$ cat src/rtl/tdm_demux_8ch_if.sv
`default_nettype none
// +----------------------------------------------------------------------------+
// | tdm_demux_8ch_if : TDM stream in / demultiplexed frame out bundle           |
// | rev 1.0                                                                     |
// +----------------------------------------------------------------------------+
interface tdm_demux_8ch_if #(
   parameter int SLOT_W = 1,
   parameter int FCNT_W = 8
);
   logic [SLOT_W-1:0]   din;
   logic                din_valid;
   logic                fsync;
   logic [8*SLOT_W-1:0] Y;
   logic                frame_valid;
   logic [7:0]          ch_strobe;
   logic [2:0]          slot;
   logic                locked;
   logic                sync_err;
   logic [FCNT_W-1:0]   frame_cnt;

   modport master (
      output din, din_valid, fsync,
      input  Y, frame_valid, ch_strobe, slot, locked, sync_err, frame_cnt
   );

   modport slave (
      input  din, din_valid, fsync,
      output Y, frame_valid, ch_strobe, slot, locked, sync_err, frame_cnt
   );
endinterface
`default_nettype wire

$ cat src/rtl/tdm_demux_8ch.sv
`default_nettype none
// +----------------------------------------------------------------------------+
// | tdm_demux_8ch : 1:8 TDM demultiplexer with frame alignment and sync errors  |
// | rev 1.0                                                                     |
// +----------------------------------------------------------------------------+
module tdm_demux_8ch #(
   parameter int SLOT_W = 1,
   parameter int FCNT_W = 8
) (
   input  logic              clk,
   input  logic              rst,
   tdm_demux_8ch_if.slave    bus
);
   localparam int c_NCH = 8;
   localparam int c_W   = c_NCH * SLOT_W;

   typedef enum logic [0:0] {
      ST_HUNT   = 1'b0,
      ST_LOCKED = 1'b1
   } state_t;

   state_t            state_q,  state_d;
   logic [2:0]        cnt_q,    cnt_d;
   logic [c_W-1:0]    shadow_q, shadow_d;
   logic [c_W-1:0]    y_q,      y_d;
   logic              fv_q,     fv_d;
   logic [7:0]        strobe_q, strobe_d;
   logic              err_q,    err_d;
   logic [FCNT_W-1:0] fcnt_q,   fcnt_d;

   always_ff @(posedge clk) begin
      if (rst) begin
         state_q  <= ST_HUNT;
         cnt_q    <= '0;
         shadow_q <= '0;
         y_q      <= '0;
         fv_q     <= 1'b0;
         strobe_q <= '0;
         err_q    <= 1'b0;
         fcnt_q   <= '0;
      end else begin
         state_q  <= state_d;
         cnt_q    <= cnt_d;
         shadow_q <= shadow_d;
         y_q      <= y_d;
         fv_q     <= fv_d;
         strobe_q <= strobe_d;
         err_q    <= err_d;
         fcnt_q   <= fcnt_d;
      end
   end

   always_comb begin
      state_d  = state_q;
      cnt_d    = cnt_q;
      shadow_d = shadow_q;
      y_d      = y_q;
      fcnt_d   = fcnt_q;
      fv_d     = 1'b0;
      strobe_d = '0;
      err_d    = 1'b0;

      if (bus.din_valid) begin
         case (state_q)
            ST_HUNT: begin
               if (bus.fsync) begin
                  shadow_d[SLOT_W-1:0] = bus.din;
                  strobe_d             = 8'h01;
                  cnt_d                = 3'd1;
                  state_d              = ST_LOCKED;
               end
            end
            ST_LOCKED: begin
               if (cnt_q == 3'd0) begin
                  if (bus.fsync) begin
                     shadow_d[SLOT_W-1:0] = bus.din;
                     strobe_d             = 8'h01;
                     cnt_d                = 3'd1;
                  end else begin
                     // Slot 0 arrived without its sync: alignment lost.
                     err_d   = 1'b1;
                     state_d = ST_HUNT;
                  end
               end else if (bus.fsync) begin
                  // Early sync restarts the frame at this beat.
                  err_d                = 1'b1;
                  shadow_d             = '0;
                  shadow_d[SLOT_W-1:0] = bus.din;
                  strobe_d             = 8'h01;
                  cnt_d                = 3'd1;
               end else begin
                  shadow_d[int'(cnt_q)*SLOT_W +: SLOT_W] = bus.din;
                  strobe_d = 8'h01 << cnt_q;
                  cnt_d    = cnt_q + 3'd1;
                  if (cnt_q == 3'd7) begin
                     y_d    = {bus.din, shadow_q[c_W-SLOT_W-1:0]};
                     fv_d   = 1'b1;
                     fcnt_d = fcnt_q + {{(FCNT_W-1){1'b0}}, 1'b1};
                  end
               end
            end
            default: begin
               state_d = ST_HUNT;
               cnt_d   = 3'd0;
            end
         endcase
      end
   end

   assign bus.Y           = y_q;
   assign bus.frame_valid = fv_q;
   assign bus.ch_strobe   = strobe_q;
   assign bus.slot        = cnt_q;
   assign bus.locked      = (state_q == ST_LOCKED);
   assign bus.sync_err    = err_q;
   assign bus.frame_cnt   = fcnt_q;
endmodule
`default_nettype wire

$ cat src/flat_wrapper.sv
// flat-port wrapper written by rule: the top's interface ports become plain ports
module tdm_demux_8ch_flat 
#(
   parameter int SLOT_W = 1,
   parameter int FCNT_W = 8
)
  (clk, rst, bus_din, bus_din_valid, bus_fsync, bus_Y, bus_frame_valid, bus_ch_strobe, bus_slot, bus_locked, bus_sync_err, bus_frame_cnt);
  tdm_demux_8ch_if #(.SLOT_W(SLOT_W), .FCNT_W(FCNT_W)) bus_i ();
  input  logic clk;
  input  logic rst;
  input wire logic [$bits(bus_i.din)-1:0] bus_din;
  input wire logic [$bits(bus_i.din_valid)-1:0] bus_din_valid;
  input wire logic [$bits(bus_i.fsync)-1:0] bus_fsync;
  output wire logic [$bits(bus_i.Y)-1:0] bus_Y;
  output wire logic [$bits(bus_i.frame_valid)-1:0] bus_frame_valid;
  output wire logic [$bits(bus_i.ch_strobe)-1:0] bus_ch_strobe;
  output wire logic [$bits(bus_i.slot)-1:0] bus_slot;
  output wire logic [$bits(bus_i.locked)-1:0] bus_locked;
  output wire logic [$bits(bus_i.sync_err)-1:0] bus_sync_err;
  output wire logic [$bits(bus_i.frame_cnt)-1:0] bus_frame_cnt;
  assign bus_i.din = bus_din;
  assign bus_i.din_valid = bus_din_valid;
  assign bus_i.fsync = bus_fsync;
  assign bus_Y = bus_i.Y;
  assign bus_frame_valid = bus_i.frame_valid;
  assign bus_ch_strobe = bus_i.ch_strobe;
  assign bus_slot = bus_i.slot;
  assign bus_locked = bus_i.locked;
  assign bus_sync_err = bus_i.sync_err;
  assign bus_frame_cnt = bus_i.frame_cnt;
  tdm_demux_8ch #(.SLOT_W(SLOT_W), .FCNT_W(FCNT_W)) u_core (.clk(clk), .rst(rst), .bus(bus_i));
endmodule
$ cat config.mk
export PLATFORM = sky130hd
export DESIGN_NAME = tdm_demux_8ch_flat
export DESIGN_NICKNAME = d
export VERILOG_FILES = /design/src/rtl/tdm_demux_8ch_if.sv /design/src/rtl/tdm_demux_8ch.sv /design/src/flat_wrapper.sv
export SDC_FILE = /design/constraint.sdc
export NUM_CORES = 1
export LEC_CHECK = 0
export CAP_MARGIN = 40
export CELL_PAD_IN_SITES_DETAIL_PLACEMENT = 1
export CELL_PAD_IN_SITES_GLOBAL_PLACEMENT = 1
export CORE_UTILIZATION = 30
export CTS_CLUSTER_DIAMETER = 60
export DETAILED_ROUTE_END_ITERATION = 10
export HOLD_SLACK_MARGIN = 0.02
export PLACE_DENSITY_LB_ADDON = 0.1
export SLEW_MARGIN = 40
export SYNTH_ARGS = -nofsm -noshare
export SYNTH_HDL_FRONTEND = slang
export SYNTH_SLANG_ARGS = --single-unit
$ cat constraint.sdc
create_clock -name clk -period 2.4 [get_ports clk]
set_input_delay 0.48 -clock clk [delete_from_list [all_inputs] [get_ports clk]]
set_output_delay 0.48 -clock clk [all_outputs]
set_load 0.05 [all_outputs]
== Word level (Yosys, flattened, before mapping) ==
Cells that the tools add are included.

* Register bits after elaboration: 38
* Output and inout bits: 30

* Add/subtract/negate cells: 3
* Equal/unequal tests: 1
* Shifts and indexed selects: 3
* Multiplexer cells: 19
* Bitwise gates (word level): 4
* Reductions and logical operators: 6

{| class="wikitable"
|+ Operators by type and width
! cell !! count
|-
| $neg A3 Y33 || 1
|-
| $shift A1 B33 Y8 const A || 1
|-
| $shiftx A1 B33 Y8 || 1
|-
| $mux W8 || 3
|-
| $pmux W8 S2 || 1
|-
| $mux W3 || 3
|-
| $add A8 B1 Y8 const B || 1
|-
| $bwmux W8 || 1
|-
| $mux W1 || 8
|-
| $shl A1 B3 Y8 const A || 1
|-
| $pmux W3 S2 || 1
|-
| $reduce_and A5 Y1 || 1
|-
| $reduce_or A5 Y1 || 1
|-
| $not A1 Y1 || 4
|-
| $pmux W1 S2 || 2
|-
| $add A3 B1 Y3 const B || 1
|-
| $eq A3 B3 Y1 const B || 1
|-
| $logic_not A3 Y1 || 1
|-
| $reduce_and A3 Y1 || 1
|-
| $reduce_or A3 Y1 || 1
|-
| $reduce_or A2 Y1 || 1
|}

== Longest topological paths before layout ==
Gate-level depths: netlist (run 1).

* Depth after elaboration: 6
* Gate-level depth with buffers: 9
* Depth with buffers taken out: 9

== Least setup slack after synthesis (run 1) ==
OpenSTA, ideal clock, no wires.

* Kind: flip-flop to flip-flop
* Start: reg u_core.cnt_q[0], in the netlist u_core.bus.slot[0]
* End: reg u_core.fcnt_q[4], in the netlist u_core.bus.frame_cnt[4]
* Arrival: 2.261 ns
* Setup slack: 0.012 ns
* Stages on the path, launching flop included: 10
* Path buffers: 0
* Cells stage by stage: dfxtp_1 -> inv_1 -> ha_1 -> ha_1 -> inv_1 -> ha_1 -> and4_2 -> nand4_1 -> xor2_1 -> nor2_1

* Longest elaborated chain between the ends: 3
* Elaborated cells on any way between the ends: 4
* Classes of those cells: 1 x eq/ne; 1 x bitwise; 2 x reduce/logical

{| class="wikitable"
|+ RTL lines
! what !! RTL line !! source
|-
| start, declared || tdm_demux_8ch.sv:23 || <nowiki>logic [2:0] cnt_q, cnt_d;</nowiki>
|-
| start signal, assigned || tdm_demux_8ch.sv:43 || <nowiki>cnt_q <= cnt_d;</nowiki>
|-
| $logic_not A3 Y1 || tdm_demux_8ch.sv:74 || <nowiki>if (cnt_q == 3'd0) begin</nowiki>
|-
| $not A1 Y1 (no source line) || - ||
|-
| $reduce_and A5 Y1 (no source line) (*) || - ||
|-
| end signal, assigned || tdm_demux_8ch.sv:49 || <nowiki>fcnt_q <= fcnt_d;</nowiki>
|-
| end, declared || tdm_demux_8ch.sv:29 || <nowiki>logic [FCNT_W-1:0] fcnt_q, fcnt_d;</nowiki>
|}

Mark *: on every way between the ends. The rest lies on a longest branch, timed or not.
A chain may end at the register's enable or synchronous reset.

== Worst setup path after layout (run 1) ==
* Start: reg u_core.state_q, in the netlist u_core.bus.locked
* End: out bus_locked

{| class="wikitable"
|+ RTL lines
! what !! RTL line !! source
|-
| start, declared || tdm_demux_8ch.sv:22 || <nowiki>state_t state_q, state_d;</nowiki>
|-
| start signal, assigned || tdm_demux_8ch.sv:42 || <nowiki>state_q <= state_d;</nowiki>
|-
| end, declared || flat_wrapper.sv:18 || <nowiki>output wire logic [$bits(bus_i.locked)-1:0] bus_locked;</nowiki>
|}

No word-level cell between the ends.

==> results.cfg, run 1 <==
[run_status]
status = complete, no violations

[timing]
slew_viol_final = 0
post-route-period-util_pct = 89.4
setup_viol = 0
finalCriticalPeriod_ps = 2150
tns_ps = 0
slew_headroom_pct = 66.4
rsz0062_at_grt = no
fin_skew_ps = 3.30
whs_ps = 460
max_freq_mhz = 466
finalHoldViolations = 0
worst_slew_pin_slew_ps = 503

[floorplanning]
die-area_um2 = 5710
die_h_um = 75.6
initial_core_util_pct = 31.4
pin_count = 35
core_region_area_um2 = 5170
rows = 26
die_w_um = 75.6

[setup_path]
critPathBufInv = 1
path_class = flop to output port
path_max_fanout = 10
end_kind = output port
startpoint_type = flop
cp.arrival_ps = 1670
slowest_delay_ps = 870
slowest_stage = clkdlybuf4s50_1
cp_cell_sequence = clkdlybuf4s50_1
cp.required_ps = 1920
crit_family = buffers and inverters

[route]
met3_wirelength_um = 151
dr.first_iter.drc_count = 58
wl_met1_mm = 1.84
drt-total-wl_mm = 3.89
final_antenna_net_count = 0
post_drt_wl_per_cell_um = 13.7
route.met2.wl_mm = 1.86
maxUsedRoutingLayer = met4
firstDrtPassIters = 4
drc = 0
vias = 1320
vias_per_cell = 4.65

[cells_and_area]
multi_input_area_um2 = 795
nets = 228
stdcell_area_um2 = 2110
diodes = 0
fill_cells = 579
ff_latch_area_um2 = 742
drive_above_1_share_pct = 9.81
syn_to_final_growth_pct = 30.0

[clocking]
cts_buffers = 5
cts_tree = built
cts_setup_buffers = 0
cts_root_buf = clkbuf_8
clk_pin_slew_worst_paths_ps = 70
htreeDepth = 2
clkLatencyLatePin_ps = 280
cts.sinks = 37
cts_max_path_buffers = 2

[synthesis]
syn_nets = 192
yosysUniqueCellTypes = 36
avgSynthCellArea_um2 = 9.12
ys_seq_area_share_pct = 45.6
ys.warnings.count = 0
synth_flop_cell = dfxtp_1
yosysTopAreaCellShare_pct = 45.6
synth-async-reset-ratio_pct = 0
yosysTopAreaCell = dfxtp_1
netlist_area_um2 = 1620
yosys-top-cells-area = dfxtp_1 46%, ha_1 6.9%, nand2_1 6.9%
synth_edf_count = 0
ys_ff_latch = 37
synthCells = 178

[power]
powerDensity_nw_per_um2 = 540
p_leak_uw = 0.000790
peakVddDrop_mv = 0.280

[worst_hold_path]
min_path_type = flop to flop

[placed_design]
place_congestion = 0.781
io_buffers = 34
dpl_cell_area_um2 = 2020
post-dp-hpwl_mm = 2.87

[grt]
antenna_found_initial = 0
grt_pass1_vias = 1309
grt_pass1_wl_mm = 6.46
track_usage_pct = 15.4
grt_max_degree = 26
grt_overflow = 0

[job]
drv_cap = 0
==> cells in the mapped netlist (2+ instances only) <==
library cell	n
and4bb_2	2
and2_1	7
xnor2_1	4
mux2i_1	3
buf_4	2
nand4_1	5
and3_1	3
and4_2	2
nor2_1	15
buf_6	2
dfxtp_1	37
nand3_1	4
xor2_1	3
ha_1	9
a22oi_1	2
nand2_1	30
buf_2	3
a21oi_1	13
inv_1	8
o21ai_0	5
nor3_1	4
==> flip-flops by register name, indices dropped and copies added, names as in the netlist <==
signal                  count
u_core.bus.frame_valid      1
u_core.bus.Y                8
u_core.bus.locked           1
u_core.shadow_q             7
u_core.bus.sync_err         1
u_core.bus.slot             3
u_core.bus.frame_cnt        8
u_core.bus.ch_strobe        8
==> cell type report <==
class                      count  area share [%]
clock buffer                   7            4.09
tap                           70            4.15
timing repair buffer          38            17.5
multi-input combinational    124            37.6
sequential                    37            35.2
inverter                       8            1.42
==> path summary, 6_finish.rpt <==
path / startpoint / to / slack [ps] / depth (start not counted)
max: u_core.bus.locked / bus_locked / 250 / 1
min: u_core.shadow_q[3] / u_core.bus.Y[3] / 460 / 2
max reg2reg: u_core.bus.slot[1] / u_core.bus.frame_cnt[6] / 290 / 9
min reg2reg: u_core.shadow_q[3] / u_core.bus.Y[3] / 460 / 2
==> cell usage in the layout (no fill, tap or decap), types with 2 or more instances in the layout <==
| master | count |
|---|---|
| and4bb_2 | 2 |
| nand3_1 | 4 |
| buf_4 | 4 |
| o21ai_0 | 5 |
| xor2_1 | 3 |
| xnor2_1 | 4 |
| a21oi_1 | 13 |
| and3_1 | 3 |
| nor3_1 | 4 |
| and2_1 | 7 |
| nand4_1 | 5 |
| dfxtp_1 | 36 |
| clkbuf_8 | 6 |
| ha_1 | 9 |
| clkdlybuf4s50_1 | 34 |
| nand2_1 | 30 |
| nor2_1 | 15 |
| inv_1 | 8 |
| a22oi_1 | 2 |
| mux2i_1 | 3 |
==> per-stage QoR <==
step	util, %	worst slack [ps]	std cells	power, uW
floorplan	-	11.7	178	694
CTS	40.8	99.9	284	1160
global route	40.8	94.3	284	1200
detailed placement	39.1	102	277	722
global placement	39.1	267	277	721
finish	40.8	254	284	1140
==> worst reg2reg max path: cells and delay by family (launching register included) <==
kind / cells / cell delay [ps]
xor gates and xnor gates: 1 / 170
adders and majority gates: 3 / 690
buffers and inverters: 2 / 220
DFF: 1 / 390
and+or+nand+nor: 3 / 530
==> cell families (layout without fill, tap and decap cells) <==
kind of cell / count (synthesis) / in the layout / share of synthesized area [%]
compound gates: 26 / 26 / 10.2
xor+xnor: 7 / 7 / 3.78
mux: 3 / 3 / 1.85
flops: 37 / 37 / 45.6
fa+ha+maj: 9 / 9 / 6.93
buf+inv: 17 / 53 / 5.55
simple gates: 79 / 79 / 26.0
==> metal layers <==
layer / vias to the layer above / track usage [%]
li1: 672 / -
met1: 614 / 19.1
met2: 30 / 26.0
met3: 4 / 4.23
met4: 0 / 4.94
met5: - / 0
==> repair_timing <==
action	CTS	global route
resized for setup	0	2
hold buffers	0	0
endpoints found under the setup margin	0	5
==> report_power, final <==
part	internal, uW	total, uW	switching, uW
registers	618	622	3.95
clock network	228	433	205
logic	30.2	85.7	55.5
(Power assumes the default switching activity.)
==> inputs of run 2 (changes only) <==
--- a/config.mk
+++ b/config.mk
@@ -8,10 +8,11 @@
 export CAP_MARGIN = 40
 export CELL_PAD_IN_SITES_DETAIL_PLACEMENT = 1
 export CELL_PAD_IN_SITES_GLOBAL_PLACEMENT = 1
+export CORE_MARGIN = 1
 export CORE_UTILIZATION = 30
 export CTS_CLUSTER_DIAMETER = 60
 export DETAILED_ROUTE_END_ITERATION = 10
-export HOLD_SLACK_MARGIN = 0.02
+export HOLD_SLACK_MARGIN = 0.05
 export PLACE_DENSITY_LB_ADDON = 0.1
 export SLEW_MARGIN = 40
 export SYNTH_ARGS = -nofsm -noshare
==> results of run 2 <==
The final DEF is identical to that of run 1; final timing and power are the same.
==> inputs of run 3 (changes only) <==
--- a/config.mk
+++ b/config.mk
@@ -5,15 +5,14 @@
 export SDC_FILE = /design/constraint.sdc
 export NUM_CORES = 1
 export LEC_CHECK = 0
+export ABC_CLOCK_PERIOD_IN_PS = 2400
 export CAP_MARGIN = 40
-export CELL_PAD_IN_SITES_DETAIL_PLACEMENT = 1
-export CELL_PAD_IN_SITES_GLOBAL_PLACEMENT = 1
 export CORE_MARGIN = 1
 export CORE_UTILIZATION = 30
+export CTS_BUF_LIST = sky130_fd_sc_hd__clkbuf_16
 export CTS_CLUSTER_DIAMETER = 60
 export DETAILED_ROUTE_END_ITERATION = 10
 export HOLD_SLACK_MARGIN = 0.05
-export PLACE_DENSITY_LB_ADDON = 0.1
 export SLEW_MARGIN = 40
 export SYNTH_ARGS = -nofsm -noshare
 export SYNTH_HDL_FRONTEND = slang
==> run 3 against run 2 <==
  * Sequential power hardly changed
  * Register-to-register slack worse by 30 ps
  * Sequential share of layout area decreased by 1.0 points
  * Global-route usage decreased by 1.9 points
  * Maximum frequency increased by 0.48%
  * Largest cell class unchanged
==> results.cfg, run 3 (synthesis gave the netlist of run 1 again) <==
[run_status]
status = complete, no violations

[setup_path]
path_class = flop to flop
reg2reg_to = u_core.bus.frame_cnt[6]
crit_top_cell = ha_1
end_kind = flop
path_max_fanout = 13
cp.arrival_ps = 2300
slowest_stage = dfxtp_1
crit_end = u_core.bus.frame_cnt[6]
rr_startpoint = u_core.bus.slot[1]
cp.required_ps = 2560
r2r_slack_ps = 260
cp_cell_sequence = inv_1 > ha_1 > ha_1 > inv_1 > ha_1 > and4_2 > nand4_1 > xor2_1 > nor2_1
r2r_cells = 9
slowest_delay_ps = 430
crit_path_start = u_core.bus.slot[1]
startpoint_type = flop

[clocking]
ctsResizeCount = 0
clk_pin_slew_worst_paths_ps = 60
cts_max_path_buffers = 2
cts_setup_buffers = 0
htreeDepth = 2
ctsHoldBuffers = 0
cts.sinks = 37
cts_root_buf = clkbuf_16
cts_buffers = 5
cts_tree = built
clkLatencyLatePin_ps = 280

[cells_and_area]
postLayoutCoreUtil_pct = 42.0
mostFrequentLayoutCell = dfxtp_1
fill_cells = 520
most-common-layout-cells = 37 x dfxtp_1, 34 x clkdlybuf4s50_1, 30 x nand2_1
drive_above_1_share_pct = 10.2
diodes = 0
nets = 229
syn_to_final_growth_pct = 33.7

[grt]
grt-busiest-layer = met2
antenna_found_initial = 0
grt_max_degree = 26
met2_usage_pct = 20.4
grt_pass1_vias = 1193
grt_use_met1_pct = 16.7
grt_overflow = 0
grt_pass1_wl_mm = 5.58
met3_usage_pct = 4.63
track_usage_pct = 13.5

[floorplanning]
die_w_um = 75.6
die_h_um = 75.6
die-area_um2 = 5710
core_region_area_um2 = 5170
rows = 26
initial_core_util_pct = 31.4
pin_count = 35

[power]
peakVddDrop_mv = 0.363
p_leak_uw = 0.000820
powerDensity_nw_per_um2 = 612

[timing]
rsz0062_at_grt = no
fin_ws_ps = 264
slew_headroom_pct = 66.5
worst_slew_pin_slew_ps = 501
max_freq_mhz = 468
setup_viol = 0
fin_skew_ps = 5.99
tns_ps = 0
slew_viol_final = 0
finalCriticalPeriod_ps = 2140
finalHoldViolations = 0
post-route-period-util_pct = 89.0

[route]
dr.first_iter.drc_count = 65
vias_per_cell = 4.56
post_drt_wl_per_cell_um = 11.5
drt-total-wl_mm = 3.28
final_antenna_net_count = 0
firstDrtPassIters = 4
vias = 1304
drc = 0

[placed_design]
place_ws_ps = 238
place_congestion = 0.810
io_buffers = 34
post-dp-hpwl_mm = 2.40

[job]
drv_cap = 0

[worst_hold_path]
min_path_type = flop to flop
-- run 3: layout make-up --
| class | instances | area [um^2] | area share, % |
|---|---|---|---|
| multi-input combinational | 124 | 793 | 36.5 |
| tap | 70 | 87.6 | 4.03 |
| sequential | 37 | 741 | 34.1 |
| inverter | 8 | 30.0 | 1.38 |
| clock buffer | 5 | 125 | 5.76 |
| timing repair buffer | 39 | 378 | 17.4 |
| clock inverter | 3 | 17.5 | 0.806 |
-- run 3: per-layer routing --
layer | wire (um) | vias up
met5 | 0 | -
met4 | 76 | 0
met3 | 162 | 5
met2 | 1450 | 30
met1 | 1600 | 590
li1 | - | 679
-- run 3: worst max-delay path, delay by kind of cell, from the launching register on --
family	cells	cell delay [ps]
XOR/XNOR	1	160
adder cells (fa/ha/maj)	3	620
buffers and inverters	2	210
flip-flops	1	430
AND/OR/NAND/NOR	3	600
-- run 3: worst min-delay path by stage --
stage / start / endpoint / slack (ps) / cells past startpoint
6_report: u_core.bus.Y[7] / u_core.bus.Y[7] / 460 / 2
5_1_grt: u_core.shadow_q[0] / u_core.bus.Y[0] / 480 / 2
4_1_cts: u_core.shadow_q[0] / u_core.bus.Y[0] / 460 / 2
3_5_place_dp: u_core.shadow_q[0] / u_core.bus.Y[0] / 450 / 2
3_3_place_gp: u_core.shadow_q[0] / u_core.bus.Y[0] / 450 / 2
2_1_floorplan: u_core.shadow_q[0] / u_core.bus.Y[0] / 430 / 2
-- run 3: power by group --
group	switching, uW	internal (uW)	leakage [uW]
sequential	3.68	619	0.000299
clock	241	380	0.0000712
combinational	54.1	31.0	0.000451
total	299	1030	0.000820
-- run 3: metrics by stage --
step	power, uW	instance area, um^2	hold slack [ps]	instances
floorplan	694	1620	429	178
global route	1380	2170	480	286
CTS	1350	2170	456	286
detailed placement	721	2030	447	278
finish	1330	2170	455	286
global placement	721	2030	448	278
